===== config.mk =====
export PLATFORM = sky130hd
export DESIGN_NAME = hazard_stall_control
export DESIGN_NICKNAME = d
export VERILOG_FILES = /design/src/rtl/hazard_stall_control_pkg.sv /design/src/rtl/sat_counter_32.sv /design/src/rtl/hazard_stall_control.sv
export SDC_FILE = /design/constraint.sdc
export NUM_CORES = 1
export LEC_CHECK = 0
export ABC_CLOCK_PERIOD_IN_PS = 2100
export BUFFER_PORTS_ARGS = -buffer_cell sky130_fd_sc_hd__buf_2
export CORE_MARGIN = 4
export CORE_UTILIZATION = 47
export DETAILED_ROUTE_END_ITERATION = 12
export PLACE_DENSITY = 0.72
export SLEW_MARGIN = 10
export SYNTH_ARGS = -nofsm -noshare
export SYNTH_HDL_FRONTEND = slang
export SYNTH_SLANG_ARGS = --single-unit

===== constraint.sdc =====
create_clock -name clk -period 2.1 [get_ports clk]
set_input_delay 0.21 -clock clk [delete_from_list [all_inputs] [get_ports clk]]
set_output_delay 0.21 -clock clk [all_outputs]
set_load 0.03 [all_outputs]

===== src/rtl/hazard_stall_control_pkg.sv =====
// rtl/hazard_stall_control_pkg.sv - shared types and constants for hazard/stall control
package hazard_stall_control_pkg;

    localparam int REG_W = 5;
    localparam int CNT_W = 32;
    localparam logic [REG_W-1:0] XZR = 5'd31;

    typedef enum logic [1:0] {
        ST_RUN      = 2'd0,
        ST_LU_STALL = 2'd1,
        ST_FLUSH    = 2'd2,
        ST_MEM_WAIT = 2'd3
    } state_t;

    // XZR reads as zero and is never written, so it cannot carry a load result.
    function automatic logic load_use_hazard(
        input logic             mem_read,
        input logic [REG_W-1:0] rd,
        input logic [REG_W-1:0] rn,
        input logic [REG_W-1:0] rm
    );
        return mem_read && (rd != XZR) && ((rd == rn) || (rd == rm));
    endfunction

endpackage


===== src/rtl/sat_counter_32.sv =====
// rtl/sat_counter_32.sv - event counter that sticks at all-ones
module sat_counter_32
    import hazard_stall_control_pkg::*;
(
    input  logic             clk,
    input  logic             Reset,
    input  logic             inc,
    output logic [CNT_W-1:0] count
);

    logic [CNT_W-1:0] count_q;

    always_ff @(posedge clk or negedge Reset) begin
        if (!Reset) begin
            count_q <= '0;
        end else if (inc && (count_q != '1)) begin
            count_q <= count_q + CNT_W'(1);
        end
    end

    assign count = count_q;

endmodule


===== src/rtl/hazard_stall_control.sv =====
// rtl/hazard_stall_control.sv - pipeline stall/flush/freeze sequencer with event counters
module hazard_stall_control
    import hazard_stall_control_pkg::*;
(
    input  logic             clk,
    input  logic             Reset,
    input  logic [REG_W-1:0] IFID_Rn,
    input  logic [REG_W-1:0] IFID_Rm,
    input  logic             IDEX_MemRead,
    input  logic [REG_W-1:0] IDEX_Rd,
    input  logic             EXMEM_BranchTaken,
    input  logic             MemBusy,
    output logic             PC_Stall,
    output logic             IFID_Stall,
    output logic             IDEX_Bubble,
    output logic             Flush_IF,
    output logic             Flush_ID,
    output logic             Flush_EX,
    output logic             Pipe_Freeze,
    output logic [CNT_W-1:0] Stall_Cnt,
    output logic [CNT_W-1:0] Flush_Cnt
);

    state_t state, state_nxt;
    logic   load_use;
    logic   do_stall, do_bubble, do_flush, do_freeze;

    assign load_use = load_use_hazard(IDEX_MemRead, IDEX_Rd, IFID_Rn, IFID_Rm);

    always_ff @(posedge clk or negedge Reset) begin
        if (!Reset) begin
            state <= ST_RUN;
        end else begin
            state <= state_nxt;
        end
    end

    always_comb begin
        state_nxt = ST_RUN;
        do_stall  = 1'b0;
        do_bubble = 1'b0;
        do_flush  = 1'b0;
        do_freeze = 1'b0;
        case (state)
            ST_MEM_WAIT: begin
                // A branch seen during the wait is picked up once back in RUN.
                if (MemBusy) begin
                    do_stall  = 1'b1;
                    do_freeze = 1'b1;
                    state_nxt = ST_MEM_WAIT;
                end
            end
            default: begin
                if (MemBusy) begin
                    do_stall  = 1'b1;
                    do_freeze = 1'b1;
                    state_nxt = ST_MEM_WAIT;
                end else if (EXMEM_BranchTaken) begin
                    do_flush  = 1'b1;
                    state_nxt = ST_FLUSH;
                end else if (load_use && (state == ST_RUN)) begin
                    do_stall  = 1'b1;
                    do_bubble = 1'b1;
                    state_nxt = ST_LU_STALL;
                end
            end
        endcase
    end

    // Outputs are forced low for the whole time reset is held, not just at the edge.
    assign PC_Stall    = Reset & do_stall;
    assign IFID_Stall  = Reset & do_stall;
    assign IDEX_Bubble = Reset & do_bubble;
    assign Flush_IF    = Reset & do_flush;
    assign Flush_ID    = Reset & do_flush;
    assign Flush_EX    = Reset & do_flush;
    assign Pipe_Freeze = Reset & do_freeze;

    sat_counter_32 u_stall_cnt (
        .clk   (clk),
        .Reset (Reset),
        .inc   (PC_Stall),
        .count (Stall_Cnt)
    );

    sat_counter_32 u_flush_cnt (
        .clk   (clk),
        .Reset (Reset),
        .inc   (Flush_EX),
        .count (Flush_Cnt)
    );

endmodule


==> impl_metrics.csv <==
group,metric,value,unit
timing,max_slew_margin,53.66,%
timing,rsz0062_at_grt,"true",
grt,grt_max_degree,57,
critical_path,worstSetupStartpoint,"state[0]",
clock_tree,cts_made_buffers,9,
routing,viasPerCell,5.201,
clock_tree,cts.clk_slew.worst_paths,0.06,ns
critical_path,path_max_fanout,3,
cells_and_area,area_growth_syn_to_layout,28.56,%
clock_tree,numClockSinks,66,
floorplanning,die-height,92.06,um
pwr,p_per_area,734.5,nW/um^2
place,placement.setup.worst_slack,0.05990,ns
timing,share_of_the_clock_period_used_by_the_worst_path_after_layout,101.0,%
routing,via_count,2741,
pwr,p_int,0.002195,W
floorplanning,io-pin-count,91,
clock_tree,clk_path_buf_depth,2,
timing,worstMarginPinSlew,0.6951,ns
critical_path,worst_setup_path_start_kind,"flip-flop",
critical_path,rr_startpoint,"state[0]",
clock_tree,tritoncts,"built",
synthesis,synth.net_count,334,
place,gp_congestion,0.8131,
floorplanning,die_w,92.06,um
cells_and_area,final_area,4269,um^2
timing,clock-skew-final,0.005325,ns
floorplanning,initial_cell_density_of_the_core,48.61,%
run_status,status,"finished, violations left",
routing,antenna_violation_net_count_after_detailed_routing,0,
routing,wl,7591,um
pwr,p_sw_share,30.01,%
cells_and_area,final_nets,448,
synthesis,synthesized_cell_area,3321,um^2
pwr,power.share.sequential,46.7,%
worst_hold_path,worst_hold_path.num_cells,2,
synthesis,synth_seq_area_share,49.74,%
timing,report.final.setup_viol,3,
critical_path,worst_case_reg_to_reg_path_depth,7,
routing,routedWlPerCell,14.40,um
floorplanning,core,6832,um^2
place,post_place_instance_area,3979,um^2
timing,number_of_pins_with_negative_max_slew_slack_in_the_final_report,0,
run_status,failing_checks,"setup timing",
cells_and_area,n_antenna_cell,0,
critical_path,worst_r2r_endpoint,"u_stall_cnt.count[1]",
pwr,clock_power_share,34.2,%
flow_run,drv_cap,0,
routing,firstDrtPassIters,4,
critical_path,setup.worst_path.end_class,"output port",
floorplanning,design.die.area,8474,um^2
routing,detail_route.drc_violations,0,
floorplanning,floorplan.rows,30,
grt,total_congestion_overflow,0,
critical_path,critical_path_required,1.89,ns
grt,gr-usage-all-layers,19.03,%
cells_and_area,layout_common_cells,"87 x buf_2, 65 x dfrtp_1, 63 x xnor2_1, 29 x nand2_1, 26 x nand3_1",
pwr,leak_pwr,2.046,nW
critical_path,critPathKind,"flip-flop to output port",
grt,vias_in_the_first_global_route,2803,
synthesis,ys_warns,0,
critical_path,critPathArrivalTime,1.91,ns
timing,final_critical_path_setup_slack,-0.02121,ns
cells_and_area,layout_commonest_cell,"buf_2",
synthesis,number_of_instances_in_the_synthesized_netlist,312,
routing,number_of_drc_violations_after_detailed_routing_iteration_0,107,
pwr,comb_power_share,19.1,%
clock_tree,clock_tree.htree_level_count,3,
pwr,net-switching-power,0.0009411,W
worst_hold_path,worstHoldPathType,"primary input to flip-flop",
critical_path,timing.critical_path.to,"PC_Stall",
timing,max_freq,471.4,MHz
timing,final.min_clock_period,2.121,ns
synthesis,syn_avg_cell_area,10.64,um^2
clock_tree,cts-root-buf,"clkbuf_8",
timing,final.hold.worst_slack,0.1605,ns
synthesis,synth_cell_types,40,
grt,antenna_found_initial,1,
clock_tree,clock_insertion_delay_worst_skew,0.35,ns
timing,final_hold_viol_count,0,
cells_and_area,share_of_layout_cells_above_drive_strength_1,33.64,%
pwr,worst_ir_drop_vdd,0.5122,mV
place,port_buffers,90,
synthesis,yosys_register_bits,66,
grt,grt_first_pass_wirelength,12810,um
critical_path,setup.reg_to_reg.worst_slack,0,ns
place,dpl_hpwl,5570,um
==> critical path, cell delays in order, from the launching register on <==
cell     delay (ns)
dfrtp_1        0.38
or4b_4         0.53
a31oi_4        0.18
a21oi_2        0.08
buf_4          0.15
nor2_4         0.11
buf_6          0.14
==> metrics by stage <==
step           power, W  util [%]  cells  TNS (ns)
2_1_floorplan  0.001841         -    312         0
4_1_cts        0.003134     61.81    525   -0.1208
6_report       0.003136     62.49    527  -0.04396
5_1_grt        0.003301     62.49    527   -0.4565
3_3_place_gp   0.002033     58.24    506         0
3_5_place_dp   0.002051     58.24    506         0
==> layout make-up <==
class	instances	area, um^2
Sequential cell	66	1653
Timing Repair Buffer	111	650.6
Multi-Input combinational cell	229	1614
Fill cell	611	2562
Clock buffer	14	162.7
Inverter	9	33.78
Clock inverter	2	35.03
Tap cell	96	120.1
==> worst min-delay path by stage <==
stage / endpoint / slack, ns / startpoint
finish: state[1] / 0.16 / MemBusy
global route: state[1] / 0.17 / MemBusy
CTS: state[1] / 0.15 / MemBusy
detailed placement: u_stall_cnt.count[28] / 0.17 / Reset
global placement: u_stall_cnt.count[28] / 0.17 / Reset
floorplan: state[0] / -0.09 / Reset
==> metal layers <==
layer	global-route usage, %	vias to the layer above	routed length, um
met5	0	-	13
met4	6.064	2	124
met3	7.137	14	480
met2	31.08	81	3718
met1	23.32	1324	3255
li1	-	1320	-
==> logic make-up after synthesis <==
group	count (synthesis)	synth area share [%]
AO/OA/AOI/OAI	9	2.562
multiplexers	2	0.6782
adder cells (fa/ha/maj)	2	0.7535
XOR/XNOR	72	18.99
AND/OR/NAND/NOR	144	24.23
buffers and inverters	17	3.051
flip-flops	66	49.74
==> power groups by stage <==
stage	combinational [W]	clock (W)	sequential [W]
4_1_cts	0.000566	0.00109	0.00147
3_3_place_gp	0.000544	0	0.00149
2_1_floorplan	0.000187	0	0.00165
5_1_grt	0.000653	0.00116	0.00149
3_5_place_dp	0.000556	0	0.00149
6_report	0.000598	0.00107	0.00146
==> repair_timing <==
action | CTS | global route
resized for setup | 6 | 8
hold endpoints to repair | 10 | 0
pin swaps | 3 | 4
setup buffers | 2 | 2
setup endpoints to repair | 2 | 22
hold buffers | 1 | 0
==> state kept, by name, indices dropped and copies added, names as in the netlist <==
register,cells
state,2
u_stall_cnt.count,32
u_flush_cnt.count,32
==> cell usage after synthesis <==
cell type / instances / area [um^2]
dfrtp_1: 66 / 1652
xnor2_1: 63 / 551.8
nand2_1: 29 / 108.9
nand3_1: 27 / 135.1
nand4_1: 24 / 150.1
and3_1: 14 / 87.58
nor2_1: 13 / 48.80
inv_1: 9 / 33.78
nor3_1: 9 / 45.04
xor2_1: 9 / 78.83
nor4_1: 7 / 43.79
and4_1: 5 / 43.79
and2_1: 3 / 18.77
buf_4: 3 / 22.52
and3_2: 2 / 15.01
buf_6: 2 / 22.52
ha_1: 2 / 25.02
mux2_2: 2 / 22.52
nand2b_1: 2 / 12.51
a211oi_1: 1 / 7.510
a21boi_0: 1 / 7.510
a21oi_1: 1 / 5.000
a21oi_2: 1 / 8.760
a31oi_4: 1 / 21.27
a41oi_1: 1 / 8.760
and3b_1: 1 / 8.760
and4_2: 1 / 10.01
buf_2: 1 / 5.000
clkbuf_1: 1 / 3.750
clkbuf_8: 1 / 13.76
nand4_2: 1 / 12.51
nand4bb_1: 1 / 11.26
nor3_4: 1 / 16.27
o21ai_2: 1 / 8.760
o221a_2: 1 / 11.26
o22ai_1: 1 / 6.260
or2_2: 1 / 6.260
or3_1: 1 / 6.260
or4b_1: 1 / 10.01
or4b_4: 1 / 13.76
(Power assumes the default switching activity.)
